<file path="config.mk">
export PLATFORM = sky130hd
export DESIGN_NAME = ddr2_rd_user_fifo
export DESIGN_NICKNAME = d
export VERILOG_FILES = /design/src/rtl/ddr2_rd_user_fifo_pkg.sv /design/src/rtl/ddr2_sync_fwft_fifo.sv /design/src/rtl/ddr2_rd_user_fifo.sv
export SDC_FILE = /design/constraint.sdc
export NUM_CORES = 1
export LEC_CHECK = 0
export ABC_AREA = 1
export CORE_AREA = 2 2 290 292
export DETAILED_ROUTE_END_ITERATION = 8
export DIE_AREA = 0 0 292 294
export GPL_TIMING_DRIVEN = 1
export PLACE_DENSITY_LB_ADDON = 0.12
export SLEW_MARGIN = 20
export SYNTH_ARGS = -nofsm -noshare
export SYNTH_HDL_FRONTEND = slang
export SYNTH_SLANG_ARGS = --single-unit
</file>
<file path="constraint.sdc">
create_clock -name clk -period 14.2 [get_ports clk]
set_input_delay 2.84 -clock clk [delete_from_list [all_inputs] [get_ports clk]]
set_output_delay 2.84 -clock clk [all_outputs]
set_load 0.02 [all_outputs]
</file>
<file path="src/rtl/ddr2_rd_user_fifo_pkg.sv">
// rtl/ddr2_rd_user_fifo_pkg.sv - shared DDR2 read user FIFO parameters and helpers
package ddr2_rd_user_fifo_pkg;

  localparam int DDR2_DATA_WIDTH      = 32;
  localparam int DDR2_BURST_LENGTH    = 4;
  localparam int DDR2_BURST_BEATS     = DDR2_BURST_LENGTH / 2;
  localparam int DDR2_USER_FIFO_DEPTH = 16;

  // True when one more burst still fits after stored and promised words.
  function automatic logic burst_fits(input int count, input int reserved,
                                      input int depth, input int beats);
    return (depth - count - reserved) >= beats;
  endfunction

endpackage

</file>
<file path="src/rtl/ddr2_sync_fwft_fifo.sv">
// rtl/ddr2_sync_fwft_fifo.sv - single-clock first-word-fall-through FIFO with registered output
module ddr2_sync_fwft_fifo #(
  parameter  int WIDTH = 65,
  parameter  int DEPTH = 16,
  localparam int PW    = $clog2(DEPTH),
  localparam int CW    = PW + 1
) (
  input  logic             clk,
  input  logic             reset_n,
  input  logic             i_push,
  input  logic             i_pop,
  input  logic [WIDTH-1:0] i_wdata,
  output logic             o_valid,
  output logic [WIDTH-1:0] o_rdata,
  output logic [CW-1:0]    o_count,
  output logic [CW-1:0]    o_count_nxt,
  output logic             o_push_ok,
  output logic             o_overflow
);

  logic [WIDTH-1:0] r_mem [DEPTH];
  logic [PW-1:0]    r_wr_ptr;
  logic [PW-1:0]    r_rd_ptr;
  logic [CW-1:0]    r_count;
  logic [WIDTH-1:0] r_dout;

  logic             w_pop;
  logic             w_full;
  logic             w_push_ok;
  logic             w_bypass;
  logic [PW-1:0]    w_rd_ptr_nxt;
  logic [CW-1:0]    w_count_left;
  logic [CW-1:0]    w_count_nxt;

  assign w_pop        = i_pop && (r_count != '0);
  assign w_full       = (r_count == CW'(DEPTH));
  assign w_push_ok    = i_push && (!w_full || w_pop);
  assign w_rd_ptr_nxt = r_rd_ptr + PW'(w_pop);
  assign w_count_left = r_count - CW'(w_pop);
  // A push landing where the next head will be must bypass the array.
  assign w_bypass     = w_push_ok && (w_count_left == '0);

  always_comb begin
    w_count_nxt = r_count;
    if (w_push_ok && !w_pop)      w_count_nxt = r_count + CW'(1);
    else if (!w_push_ok && w_pop) w_count_nxt = r_count - CW'(1);
  end

  always_ff @(posedge clk) begin
    if (w_push_ok) r_mem[r_wr_ptr] <= i_wdata;
  end

  always_ff @(posedge clk or negedge reset_n) begin
    if (!reset_n) begin
      r_wr_ptr <= '0;
      r_rd_ptr <= '0;
      r_count  <= '0;
      r_dout   <= '0;
    end else begin
      if (w_push_ok) r_wr_ptr <= r_wr_ptr + PW'(1);
      r_rd_ptr <= w_rd_ptr_nxt;
      r_count  <= w_count_nxt;
      if (w_bypass)   r_dout <= i_wdata;
      else if (w_pop) r_dout <= r_mem[w_rd_ptr_nxt];
    end
  end

  assign o_valid     = (r_count != '0);
  assign o_rdata     = r_dout;
  assign o_count     = r_count;
  assign o_count_nxt = w_count_nxt;
  assign o_push_ok   = w_push_ok;
  assign o_overflow  = i_push && w_full && !w_pop;

endmodule

</file>
<file path="src/rtl/ddr2_rd_user_fifo.sv">
// rtl/ddr2_rd_user_fifo.sv - packs calibrated DDR2 read beats into user words with burst credit
module ddr2_rd_user_fifo
  import ddr2_rd_user_fifo_pkg::*;
#(
  parameter  int DATA_WIDTH  = DDR2_DATA_WIDTH,
  parameter  int FIFO_DEPTH  = DDR2_USER_FIFO_DEPTH,
  parameter  int BURST_BEATS = DDR2_BURST_BEATS,
  localparam int CW          = $clog2(FIFO_DEPTH) + 1
) (
  input  logic                    clk,
  input  logic                    reset_n,
  input  logic                    comp_done,
  input  logic                    read_data_valid,
  input  logic [DATA_WIDTH-1:0]   read_data_fifo_rise,
  input  logic [DATA_WIDTH-1:0]   read_data_fifo_fall,
  input  logic                    ctrl_rd_issue,
  output logic                    rd_space_ok,
  output logic                    user_rd_valid,
  input  logic                    user_rd_ready,
  output logic [2*DATA_WIDTH-1:0] user_rd_data,
  output logic                    user_rd_last,
  output logic [CW-1:0]           fifo_count,
  output logic [1:0]              err
);

  localparam int BW = (BURST_BEATS > 1) ? $clog2(BURST_BEATS) : 1;

  logic [BW-1:0]         r_beat_cnt;
  logic [CW-1:0]         r_reserved;
  logic                  r_space_ok;
  logic [1:0]            r_err;

  logic                  w_push;
  logic                  w_pop;
  logic                  w_last;
  logic                  w_issue_ok;
  logic                  w_push_ok;
  logic                  w_overflow;
  logic                  w_space_nxt;
  logic [CW-1:0]         w_count_nxt;
  logic [CW-1:0]         w_reserved_nxt;
  logic [2*DATA_WIDTH:0] w_rdata;

  assign w_push     = read_data_valid && comp_done;
  assign w_pop      = user_rd_valid && user_rd_ready;
  assign w_last     = (r_beat_cnt == BW'(BURST_BEATS - 1));
  assign w_issue_ok = ctrl_rd_issue && r_space_ok;

  ddr2_sync_fwft_fifo #(
    .WIDTH (2*DATA_WIDTH + 1),
    .DEPTH (FIFO_DEPTH)
  ) u_fifo (
    .clk         (clk),
    .reset_n     (reset_n),
    .i_push      (w_push),
    .i_pop       (w_pop),
    .i_wdata     ({w_last, read_data_fifo_fall, read_data_fifo_rise}),
    .o_valid     (user_rd_valid),
    .o_rdata     (w_rdata),
    .o_count     (fifo_count),
    .o_count_nxt (w_count_nxt),
    .o_push_ok   (w_push_ok),
    .o_overflow  (w_overflow)
  );

  // Recalibration drops all credit; already stored words still drain.
  always_comb begin
    w_reserved_nxt = r_reserved;
    if (!comp_done) begin
      w_reserved_nxt = '0;
    end else begin
      if (w_issue_ok) w_reserved_nxt = w_reserved_nxt + CW'(BURST_BEATS);
      if (w_push_ok && (r_reserved != '0)) w_reserved_nxt = w_reserved_nxt - CW'(1);
    end
  end

  assign w_space_nxt = comp_done && burst_fits(int'(w_count_nxt), int'(w_reserved_nxt),
                                               FIFO_DEPTH, BURST_BEATS);

  always_ff @(posedge clk or negedge reset_n) begin
    if (!reset_n) begin
      r_beat_cnt <= '0;
      r_reserved <= '0;
      r_space_ok <= 1'b0;
      r_err      <= '0;
    end else begin
      if (!comp_done)  r_beat_cnt <= '0;
      else if (w_push) r_beat_cnt <= w_last ? '0 : r_beat_cnt + BW'(1);
      r_reserved <= w_reserved_nxt;
      r_space_ok <= w_space_nxt;
      if (w_overflow)                  r_err[0] <= 1'b1;
      if (ctrl_rd_issue && !r_space_ok) r_err[1] <= 1'b1;
    end
  end

  assign rd_space_ok  = r_space_ok;
  assign user_rd_data = w_rdata[2*DATA_WIDTH-1:0];
  assign user_rd_last = w_rdata[2*DATA_WIDTH];
  assign err          = r_err;

endmodule

</file>
==> summary.txt <==
Status
  – Status: complete, no violations

Worst setup path
  – Endpoint class of the critical path: flip-flop
  – Worst EP arrival: 7.83 ns
  – Max FO, Critical Path: 112
  – Critical path class: input pin to flip-flop
  – CP max-delay cell: buf_4
  – Critical path required time: 14.80 ns
  – Max incr delay on CP: 0.99 ns
  – Worst Path Buf+Inv: 4
  – Worst-path cell chain: clkdlybuf4s50_1, nand2_2, inv_1, ha_4, ha_4, buf_4, buf_4, o21ai_0, o21ai_0, o21ai_1, nand2_1, nand3_1, nand3_1
  – Type of origin of the critical path: input pin
  – Delay-heaviest family, CP: buffers and inverters

Finish
  – Final net count: 3796
  – Share of layout cells above drive strength 1: 6.82%
  – Util after Layout: 61.7%
  – Area delta synth->final: 13.2%

Yosys
  – Synth Instances: 3634
  – Syn_nets: 3722
  – Sequential share of the synthesized area: 74.0%
  – Syn_area_per_cell: 12.4 um2
  – Synth Cell Area: 0.0452 mm2
  – Syn. warnings: 0
  – Synth Register Bits: 1127
  – Synth unique cells: 35

STA
  – Post-route clock period utilization: 50.9%
  – Max-slew violation count: 0
  – Skew final: 0.0196 ns
  – Final Hold Fails: 0
  – RSZ-0062 raised after global routing: no
  – Min cycle time layout: 7.22 ns
  – Fmax: 138 MHz
  – Worst Max-Slew Pin Slew: 1.18 ns
  – Setup violations, final: 0
  – Slew HR: 21.1%
  – Sum of negative setup slack: 0 ns

Place
  – GPL Wtd Cong: 0.770
  – PortBufs: 143
  – HPWL Detailed: 54200 um

Detailed routing
  – Antenna Nets Post-Route: 0
  – Initial drt markers: 3122
  – First-pass DRT Iterations: 6
  – DR DRC count: 0
  – Vias/cell: 5.90
  – Final WL: 115000 um
  – DR WL/cell: 23.6 um
  – Via count: 28891

Power
  – Clock power frac: 26.0%
  – Switching Fraction: 38.2%
  – PwrDens: 219 mW/mm2
  – Leak: 17.1 nW
  – Comb pwr share: 38.0%
  – NetSw: 4.28 mW
  – Part of the power in registers: 36.0%
  – Cell Int Power: 6.94 mW
  – Worst VDD drop: 0.000391 V

Global route
  – Initial antenna violation count: 5
  – Number of global-route vias before repair: 28561
  – Global-route wire length before repair: 173000 um
  – Largest net degree at the start of global routing: 228
  – GR Overflow Total: 0
  – Tot GR Track Use: 26.8%

Clock tree
  – Post-CTS setup buffers: 0
  – Clock-pin slew on the worst setup and hold paths: 0.06 ns
  – Hold Buf Count CTS: 0
  – CTS Root Cell: clkbuf_16
  – CTS Buf Count: 115
  – Worst-Skew Late Latency: 0.68 ns
  – Max clock buf depth: 3
  – H-Tree Depth: 3
  – Clock Sinks: 1127
  – CTS tree: done
  – CTS-repair resized insts: 0

Floorplanning
  – Die area: 0.0858 mm2
  – Std-Cell Rows: 106
  – Chip Width: 292 um
  – Ports: 144
  – Starting Density: 54.5%
  – Core area: 0.0829 mm2
  – Die height: 294 um

Min path
  – Hold Path Class: flip-flop to flip-flop

Flow run
  – Number of max-cap violations: 0
## worst reg2reg max path: cells and delay by family, from the launching register on
kind            cells  cell delay (ns)
compound gates      3             0.70
fa+ha+maj           3             1.31
buf+inv             4             2.35
flops               1             0.44
simple gates        5             0.62
## final timing paths
| path | endpoint | start | slack [ns] | depth (start not counted) |
|---|---|---|---|---|
| max in group asynchronous | r_reserved[3] | reset_n | 10.49 | 2 |
| worst max register to register | u_fifo.o_rdata[0] | u_fifo.o_count[0] | 8.70 | 15 |
| worst min-delay path | err[1] | err[1] | 0.47 | 1 |
| worst min register to register | err[1] | err[1] | 0.47 | 1 |
| min in group asynchronous | u_fifo.o_rdata[56] | reset_n | 2.30 | 1 |
| worst max-delay path | u_fifo.o_rdata[0] | user_rd_ready | 6.98 | 13 |
## routing by layer
metal | vias to the layer above | global-route usage, % | wire length [um]
li1 | 13231 | - | -
met1 | 14352 | 36.5 | 47700
met2 | 1116 | 45.2 | 56500
met3 | 186 | 3.51 | 8290
met4 | 6 | 8.31 | 2920
met5 | - | 0 | 39
## cell families after synthesis
| kind of cell | share of synthesized area [%] |
|---|---|
| XOR/XNOR | 0.327 |
| AO/OA/AOI/OAI | 11.3 |
| adder cells (fa/ha/maj) | 0.515 |
| AND/OR/NAND/NOR | 10.8 |
| flip-flops | 74.0 |
| buffers and inverters | 3.16 |
## Yosys cell counts
| cell | n | area [um2] |
|---|---|---|
| inv_2 | 5 | 18.8 |
| nor2_2 | 2 | 12.5 |
| nor4_1 | 1 | 6.26 |
| inv_1 | 80 | 300 |
| buf_6 | 7 | 78.8 |
| xnor2_2 | 1 | 16.3 |
| nand2_2 | 3 | 18.8 |
| ha_1 | 17 | 213 |
| nand2_1 | 250 | 938 |
| edfxtp_1 | 1040 | 31200 |
| o22ai_1 | 19 | 119 |
| o21bai_1 | 3 | 22.5 |
| a21oi_1 | 5 | 25.0 |
| o21ai_0 | 611 | 3060 |
| nor3_1 | 1 | 5.00 |
| o21ai_2 | 1 | 8.76 |
| nor2_1 | 809 | 3040 |
| xor2_1 | 12 | 105 |
| nand2_4 | 1 | 11.3 |
| buf_2 | 81 | 405 |
| buf_1 | 24 | 90.1 |
| nor3_2 | 1 | 10.0 |
| nand3_1 | 151 | 756 |
| dfrtp_1 | 87 | 2180 |
| buf_4 | 17 | 128 |
| nand4_1 | 6 | 37.5 |
| nand3_2 | 2 | 20.0 |
| xnor2_1 | 3 | 26.3 |
| nand3b_1 | 1 | 7.51 |
| o211ai_1 | 167 | 1250 |
| fa_1 | 1 | 20.0 |
| o21ai_1 | 117 | 586 |
| inv_4 | 1 | 6.26 |
| clkbuf_1 | 106 | 398 |
| a21oi_4 | 1 | 16.3 |
## sequential cells by signal (all words and copies together) (netlist names)
signal / flops
r_reserved: 5
err: 2
u_fifo.r_wr_ptr: 4
u_fifo.r_rd_ptr: 4
u_fifo.o_count: 5
rd_space_ok: 1
u_fifo.o_rdata: 65
u_fifo.r_mem: 1040
r_beat_cnt: 1
## power by group through the flow
stage	registers, mW	clock network [mW]	logic [mW]
after CTS	4.04	2.96	4.26
after floorplan	4.19	0	2.91
final	4.04	2.92	4.26
after global routing	4.06	3.09	4.80
after global placement	4.10	0	4.12
after detailed placement	4.11	0	4.23
## layout make-up
class | instances | area [um2]
multi-input cells | 2186 | 10500
flip-flops and latches | 1127 | 33400
inverters | 86 | 342
fillers | 6255 | 31700
diodes | 3 | 7.51
clock buffers | 154 | 3180
repair buffers | 192 | 1860
clock inverters | 65 | 493
well taps | 1080 | 1350
## metrics by stage
| stage | std cells | cell area, um2 | power, mW | hold slack, ns | setup slack (ns) |
|---|---|---|---|---|---|
| floorplan | 3634 | 45200 | 7.10 | 0.472 | 7.61 |
| global placement | 4669 | 47400 | 8.22 | 0.462 | 6.59 |
| detailed placement | 4669 | 47400 | 8.34 | 0.461 | 6.48 |
| CTS | 4888 | 51100 | 11.3 | 0.477 | 7.16 |
| global route | 4892 | 51100 | 12.0 | 0.493 | 6.69 |
| finish | 4893 | 51100 | 11.2 | 0.473 | 6.98 |
## placed cells by master, fill, tap and decap left out, types with 5 or more instances in the layout
cell type,count
ha_1,15
nand3_1,151
a21oi_1,5
edfxtp_1,1040
clkbuf_1,26
o21ai_0,611
buf_4,45
nand4_1,6
clkdlybuf4s50_1,142
o21ai_1,117
bufinv_16,6
clkbuf_8,11
xor2_1,12
inv_1,79
o22ai_1,19
nand2_1,250
nor2_1,793
clkinv_2,31
clkinv_1,21
o211ai_1,167
dfrtp_1,87
clkbuf_16,117
nor2_4,17
Power figures use the tool's default switching activity.
==> patch: new RTL, same settings <==
`DDR2_DATA_WIDTH`: 32 -> 24.
--- a/src/rtl/ddr2_rd_user_fifo_pkg.sv
+++ b/src/rtl/ddr2_rd_user_fifo_pkg.sv
@@ -3,3 +3,3 @@
 
-  localparam int DDR2_DATA_WIDTH      = 32;
+  localparam int DDR2_DATA_WIDTH      = 24;
   localparam int DDR2_BURST_LENGTH    = 4;
Interface: changed (resized read_data_fifo_fall, read_data_fifo_rise and user_rd_data); port bits go from 144 to 112. No check against the original RTL was run, so the function may have changed too.
==> patch against the original RTL <==
  * Largest cell class unchanged
  * Cell area fell by 23%
  * Highest routed layer unchanged
  * Worst setup slack improved by 0.66 ns
  * Clock power fell by 21%
  * Sequential share of layout area fell by 1.2 points
  * Routed wire length fell by 20%
  * Die area did not move
  * Non-clock buffer count fell by 43
  * Register-to-register slack improved by 0.72 ns
  * Total power fell by 22%
  * Synthesized area fell by 24%
  * Sequential cell count fell by 272
==> patch: results (changes against the original RTL) <==
Status - finished clean
Worst Setup EP - u_fifo.o_rdata[18]$_DFFE_PN0P_
Max VDD drop - 0.203 mV (-48%)
PwrDens - 221 nW/um2 (+0.61%)
1st-iter DRT viols - 2247 (-28%)
Met2 WL - 44.6 mm (-21%)
Final-layout clock buffer total - 132 (-14%)
Sequential-to-total area share from yosys stat - 73.6% (-0.34 points)
Antenna violations before repair - 7 (+2)
Largest net degree at the start of global routing - 212 (-7.0%)
Wl on met1 - 40.5 mm (-15%)
Fillers - 7258 (+16%)
Drt wl/cell - 22.8 um (-3.4%)
Cell total after placement - 3856 (-17%)
Port bufs - 111 (-22%)
CP max stage delay - 0.90 ns (-0.09 ns)
Worst slack at placement - 7.00 ns (+0.518 ns)
Synth Area per Inst - 12.3 um2 (-1.3%)
Area contributors post-synth - edfxtp_1 68%, o21ai_0 6.8%, nor2_1 6.7%
Global-route wire length before repair - 137 mm (-21%)
Layout cells sized above 1 - 7.27% (+0.44 points)
Max reg flops - 784 (-25%)
Syn nets - 2874 (-23%)
CP Max Fanout - 105 (-6.3%)
Buffering overhead - 3.59% (-0.042 points)
Clock network latency to the later pin of the worst-skew pair - 0.65 ns (-0.03 ns)
HPWL after DPL - 42.6 mm (-22%)
Clock skew - 0.0240 ns (+0.00440 ns)
Sequential share of power - 35.2% (-0.8 points)
Multi-input gate count - 1719 (-21%)
Vias after detailed routing - 22030 (-24%)
Most frequent cells after synthesis - 784 x edfxtp_1, 614 x nor2_1, 467 x o21ai_0
Worst slew margin - 24.2% (+3.1 points)
Switch share - 38.3% (+0.15 points)
Non-clock inverters - 53 (-38%)
Number of synthesized flops with an enable pin - 784 (-25%)
Total CTS buffers - 90 (-22%)
Final RePlAce weighted congestion - 0.768 (-0.22%)
Hold slack - 0.479 ns (+0.00577 ns)
Reg-to-reg slack, setup - 9.42 ns (+0.72 ns)
[patch: cell count changes after synthesis, sizes merged, moves of 18 or more]
| cell | before | now |
|---|---|---|
| nand2 | 254 | 234 |
| buf | 129 | 87 |
| clkbuf | 106 | 88 |
| nand3 | 153 | 115 |
| inv | 86 | 53 |
| o21ai | 729 | 586 |
| edfxtp | 1040 | 784 |
| nor2 | 811 | 616 |
| o211ai | 167 | 106 |
[patch: cell families (layout without fill, tap and decap cells)]
kind of cell	after synthesis	after routing	synth area share [%]
flip-flops	855	855	73.6
AO/OA/AOI/OAI	706	706	11.1
other	0	5	0
adder cells (fa/ha/maj)	18	18	0.677
XOR/XNOR	18	18	0.480
buffers and inverters	228	370	2.81
AND/OR/NAND/NOR	977	977	11.3
[patch: metal layers]
metal  GRT usage (%)  vias to the layer above
li1                -                    10190
met1            29.5                    11081
met2            35.9                      632
met3            2.57                      125
met4            6.19                        2
met5               0                        -
